--- src/rtl/gray_pkg.sv ---
// Shared types and Gray/binary helpers for the Gray-code sequence generator.
// Helpers work on a wide word; callers zero-extend the input and truncate the result to their width.
package gray_pkg;

  localparam int GSG_MAX_W = 32;

  typedef enum logic [1:0] {
    IDLE    = 2'd0,
    PRESENT = 2'd1,
    DONE    = 2'd2
  } gsg_state_t;

  function automatic logic [GSG_MAX_W-1:0] bin2gray(input logic [GSG_MAX_W-1:0] b);
    return b ^ (b >> 1);
  endfunction

  // Prefix XOR from the MSB down; zero-extended upper bits leave the low bits unaffected.
  function automatic logic [GSG_MAX_W-1:0] gray2bin(input logic [GSG_MAX_W-1:0] g);
    logic [GSG_MAX_W-1:0] b;
    b[GSG_MAX_W-1] = g[GSG_MAX_W-1];
    for (int i = GSG_MAX_W - 2; i >= 0; i--) begin
      b[i] = g[i] ^ b[i+1];
    end
    return b;
  endfunction

endpackage

--- src/rtl/gray_seq_gen_gray2bin_w.sv ---
// Combinational Gray-to-binary decoder used on the load path.
// Same bit equations as the downstream decoder: b[W-1]=g[W-1], b[i]=g[i]^b[i+1].
module gray2bin_w #(
  parameter int WIDTH = 4
) (
  input  logic [WIDTH-1:0] g,
  output logic [WIDTH-1:0] b
);

  // Prefix XOR chain from the MSB downward.
  always_comb begin
    b = {WIDTH{1'b0}};
    b[WIDTH-1] = g[WIDTH-1];
    for (int i = WIDTH - 2; i >= 0; i--) begin
      b[i] = g[i] ^ b[i+1];
    end
  end

endmodule

--- src/rtl/gray_seq_gen.sv ---
// Up/down Gray-code sequence generator with a registered valid/ready output.
// The count steps once per accepted word; load takes a Gray start point; wrap or saturate at terminal.
module gray_seq_gen
  import gray_pkg::*;
#(
  parameter int WIDTH = 4,
  parameter bit WRAP  = 1'b1
) (
  input  logic             clk,
  input  logic             rst,
  input  logic             en,
  input  logic             up,
  input  logic             load,
  input  logic [WIDTH-1:0] load_gray,
  output logic [WIDTH-1:0] g_out,
  output logic             g_valid,
  input  logic             g_ready,
  output logic             tc
);

  localparam logic [WIDTH-1:0] ZERO_C = {WIDTH{1'b0}};
  localparam logic [WIDTH-1:0] ONES_C = {WIDTH{1'b1}};
  localparam logic [WIDTH-1:0] ONE_C  = {{(WIDTH-1){1'b0}}, 1'b1};

  gsg_state_t       state_r;
  logic [WIDTH-1:0] cnt_r;
  logic [WIDTH-1:0] g_out_r;
  logic             g_valid_r;
  logic             tc_r;

  logic [WIDTH-1:0] load_bin_s;
  logic [WIDTH-1:0] step_bin_s;
  logic [WIDTH-1:0] step_gray_s;
  logic             xfer_s;
  logic             terminal_s;

  gray2bin_w #(.WIDTH(WIDTH)) u_load_dec (
    .g (load_gray),
    .b (load_bin_s)
  );

  // Transfer detect, terminal test on the word being presented, and next count/Gray word.
  always_comb begin
    xfer_s      = g_valid_r & g_ready;
    terminal_s  = up ? (cnt_r == ONES_C) : (cnt_r == ZERO_C);
    step_bin_s  = up ? (cnt_r + ONE_C) : (cnt_r - ONE_C);
    step_gray_s = WIDTH'(bin2gray(GSG_MAX_W'(step_bin_s)));
  end

  // Sequencer: count, Gray word, valid and terminal pulse all registered together.
  always_ff @(posedge clk) begin
    if (rst) begin
      state_r   <= IDLE;
      cnt_r     <= ZERO_C;
      g_out_r   <= ZERO_C;
      g_valid_r <= 1'b0;
      tc_r      <= 1'b0;
    end else begin
      // A transfer coincident with load still counts toward tc.
      tc_r <= xfer_s & terminal_s;
      if (load) begin
        cnt_r     <= load_bin_s;
        g_out_r   <= load_gray;
        state_r   <= IDLE;
        g_valid_r <= 1'b0;
      end else begin
        case (state_r)
          IDLE: begin
            if (en) begin
              state_r   <= PRESENT;
              g_valid_r <= 1'b1;
            end else begin
              state_r   <= IDLE;
              g_valid_r <= 1'b0;
            end
          end
          PRESENT: begin
            if (xfer_s) begin
              if (terminal_s && (WRAP == 1'b0)) begin
                state_r   <= DONE;
                g_valid_r <= 1'b0;
              end else begin
                cnt_r     <= step_bin_s;
                g_out_r   <= step_gray_s;
                state_r   <= en ? PRESENT : IDLE;
                g_valid_r <= en;
              end
            end else begin
              // Word stays on the bus until accepted, regardless of en.
              state_r   <= PRESENT;
              g_valid_r <= 1'b1;
            end
          end
          DONE: begin
            state_r   <= DONE;
            g_valid_r <= 1'b0;
          end
          default: begin
            state_r   <= IDLE;
            g_valid_r <= 1'b0;
          end
        endcase
      end
    end
  end

  assign g_out   = g_out_r;
  assign g_valid = g_valid_r;
  assign tc      = tc_r;

endmodule

--- config.mk ---
export PLATFORM = sky130hd
export DESIGN_NAME = gray_seq_gen
export DESIGN_NICKNAME = d
export VERILOG_FILES = /design/src/rtl/gray_pkg.sv /design/src/rtl/gray_seq_gen_gray2bin_w.sv /design/src/rtl/gray_seq_gen.sv
export SDC_FILE = /design/constraint.sdc
export NUM_CORES = 1
export LEC_CHECK = 0
export CORE_MARGIN = 1.5
export CORE_UTILIZATION = 47
export DETAILED_ROUTE_END_ITERATION = 6
export PLACE_DENSITY = 0.86
export SETUP_SLACK_MARGIN = 0.2
export SYNTH_ARGS = -nofsm -noshare
export SYNTH_HDL_FRONTEND = slang
export SYNTH_SLANG_ARGS = --single-unit
export TNS_END_PERCENT = 1
--- constraint.sdc ---
create_clock -name clk -period 2.5 [get_ports clk]
set_clock_uncertainty 0.2 [all_clocks]
set_input_delay 0.5 -clock clk [delete_from_list [all_inputs] [get_ports clk]]
set_output_delay 0.5 -clock clk [all_outputs]
set_load 0.02 [all_outputs]
==> reports/qor.yml <==
status: "finished clean"
finalHoldViolCount: 0
drive_above_1_share_pct: 14.0
dr.pass1.iters: 4
gp_congestion: 0.703
critPathRequiredTime_ns: 1.80
nNetsFinal: 107
core_mm2: 0.00133
drv_cap: 0
synth_area_leaders: "dfxtp_1, xnor2_1, a21oi_1, nor2_1, ha_1"
viasPerCell: 5.51
min_path_type: "reg2reg"
timing.final.crit_share_pct: 83.1
insertion_delay_ns: 0.28
slowest_delay_ns: 0.65
crit_fanout: 6
rows: 13
p_leak_uw: 0.000337
boundaryPins: 16
yosys.area.top_type: "dfxtp_1"
ant_nets: 0
port-buffer-count: 15
syn_avg_cell_area_um2: 9.10
drt_wl_total_mm: 1.42
grt_overflow_total: 0
synthCells: 76
max_clock_freq_mhz: 482
yosysSeqAreaShare_pct: 31.8
postCtsSetupBuffers: 0
gr-usage-all-layers_pct: 19.7
vias: 595
n_antenna_cell: 0
grt_pass1_vias: 490
cp.arrival_ns: 1.38
synth_nets: 89
chipWidth_um: 41.4
tns_ns: 0
yosysTopAreaCellShare_pct: 31.8
syn2layout_area_growth_pct: 27.3
clk_pin_slew_ns: 0.07
worstMarginPinSlew_ns: 0.659
dp_hpwl_mm: 1.05
cts_tree: "yes"
drcViolationCount: 0
grt_max_degree: 20
die-area_mm2: 0.00171
final.min_clock_period_ns: 2.08
start_util_pct: 51.9
powerDensity_mw_per_mm2: 524
p_total_uw: 461
cts_root_buffer: "clkbuf_4"
cp_top_family: "buffers and inverters"
die_h_um: 41.4
syn_area_um2: 692
setup_viol: 0
dpl_worst_slack_ns: -0.107
yosysWarnings: 0
drtIter0Drc: 13
clk_path_buf_depth: 2
antenna_found_initial: 0
final-max-slew-violation-count: 0
ys_types: 35
maxSlewHeadroom_pct: 55.9
path_cells: "clkdlybuf4s50_1"
peakVddDrop_mv: 0.297
h-tree-depth: 1
cts_sinks: 11
cp_num_buf_inv: 1
rsz0062_at_grt: "no"
endpoint_kind: "output port"
ys_seq_elements: 11
grt_pass1_wl_mm: 2.12
crit_slowest_cell: "clkdlybuf4s50_1"
setup_slack_ns: 0.423
cts_made_buffers: 3
wl_per_cell_um: 13.1
crit_type: "reg2out"
cp-start-kind: "flip-flop"
kinds of logic (layout without fill, tap and decap cells):
logic type / Yosys count / in the layout / synth area share [%]
adder cells (fa/ha/maj): 3 / 3 / 6.51
AND/OR/NAND/NOR: 25 / 25 / 19.9
XOR/XNOR: 9 / 9 / 14.5
buffers and inverters: 10 / 27 / 7.05
AO/OA/AOI/OAI: 18 / 18 / 20.3
flip-flops: 11 / 11 / 31.8
cells in the mapped netlist:
cell type  count
nor4b_1        1
inv_2          1
xnor2_1        5
buf_4          2
nand3_1        1
nand4_1        1
fa_1           1
buf_2          1
a211oi_2       1
nand4b_1       1
dfxtp_1       11
nand2_1        4
nor2b_1        1
xnor3_1        1
inv_1          3
a311oi_1       1
xor2_2         1
o22ai_2        1
clkbuf_1       2
nor4_1         3
a211oi_1       3
nor2_1         7
a211o_1        2
a2111oi_0      1
a21oi_1        7
a221oi_2       1
nor3b_1        1
ha_1           2
xor2_1         2
and2_4         1
nor3_1         2
and4b_1        1
or3_1          1
a21o_1         1
inv_4          1
layer usage:
| metal | up-vias | track usage [%] | wire length (µm) | part of all wire (%) |
|---|---|---|---|---|
| li1 | 308 | - | - | - |
| met1 | 269 | 25.4 | 681 | 48 |
| met2 | 13 | 29.3 | 641 | 45 |
| met3 | 5 | 6.38 | 65 | 4.6 |
| met4 | 0 | 9.68 | 27 | 1.9 |
| met5 | - | 0 | 0 | 0 |
placed cells by master, fill, tap and decap left out, types with 2 or more instances in the layout:
master / n
nor3_1: 2
xnor2_1: 5
xor2_1: 2
inv_1: 3
ha_1: 2
clkbuf_4: 3
nor2_1: 7
a211o_1: 2
clkdlybuf4s50_1: 14
buf_4: 3
dfxtp_1: 11
a21oi_1: 7
nand2_1: 4
a211oi_1: 3
nor4_1: 3
state kept, by name, summed over array words and instances (netlist names):
signal / cells
g_valid: 1
g_out: 3
state_r: 2
cnt_r: 4
tc: 1
what timing repair did:
item,CTS,global route
gates resized for setup,1,0
endpoints found under the setup margin,2,0
hold buffers,0,0
hold endpoints to repair,0,0
through the flow:
stage	hold slack (ns)	instances	instance area, µm²	util [%]
2_1_floorplan	0.239	76	692	-
3_3_place_gp	0.259	104	856	64.2
3_5_place_dp	0.269	104	856	64.2
4_1_cts	0.279	108	881	66.0
5_1_grt	0.294	108	881	66.0
6_report	0.283	108	881	66.0
where the power goes:
part           internal, µW  total [µW]  switching, µW
clock                  61.9         125           63.0
sequential              185         197           11.5
combinational          73.3         140           66.3
final timing paths:
kind / startpoint / endpoint / slack (ns) / cells past startpoint
worst max-delay path: cnt_r[3] / g_out[3] / 0.42 / 1
worst min-delay path: state_r[0] / state_r[1] / 0.28 / 1
worst max register to register: cnt_r[0] / g_out[2] / 0.49 / 6
worst min register to register: state_r[0] / state_r[1] / 0.28 / 1
final cells by class:
cell class | instances | area, µm²
Clock buffer | 4 | 26.3
Sequential cell | 11 | 220
Timing Repair Buffer | 18 | 171
Multi-Input combinational cell | 55 | 423
Tap cell | 15 | 18.8
Fill cell | 122 | 453
Inverter | 5 | 21.3
(Power assumes the default switching activity.)
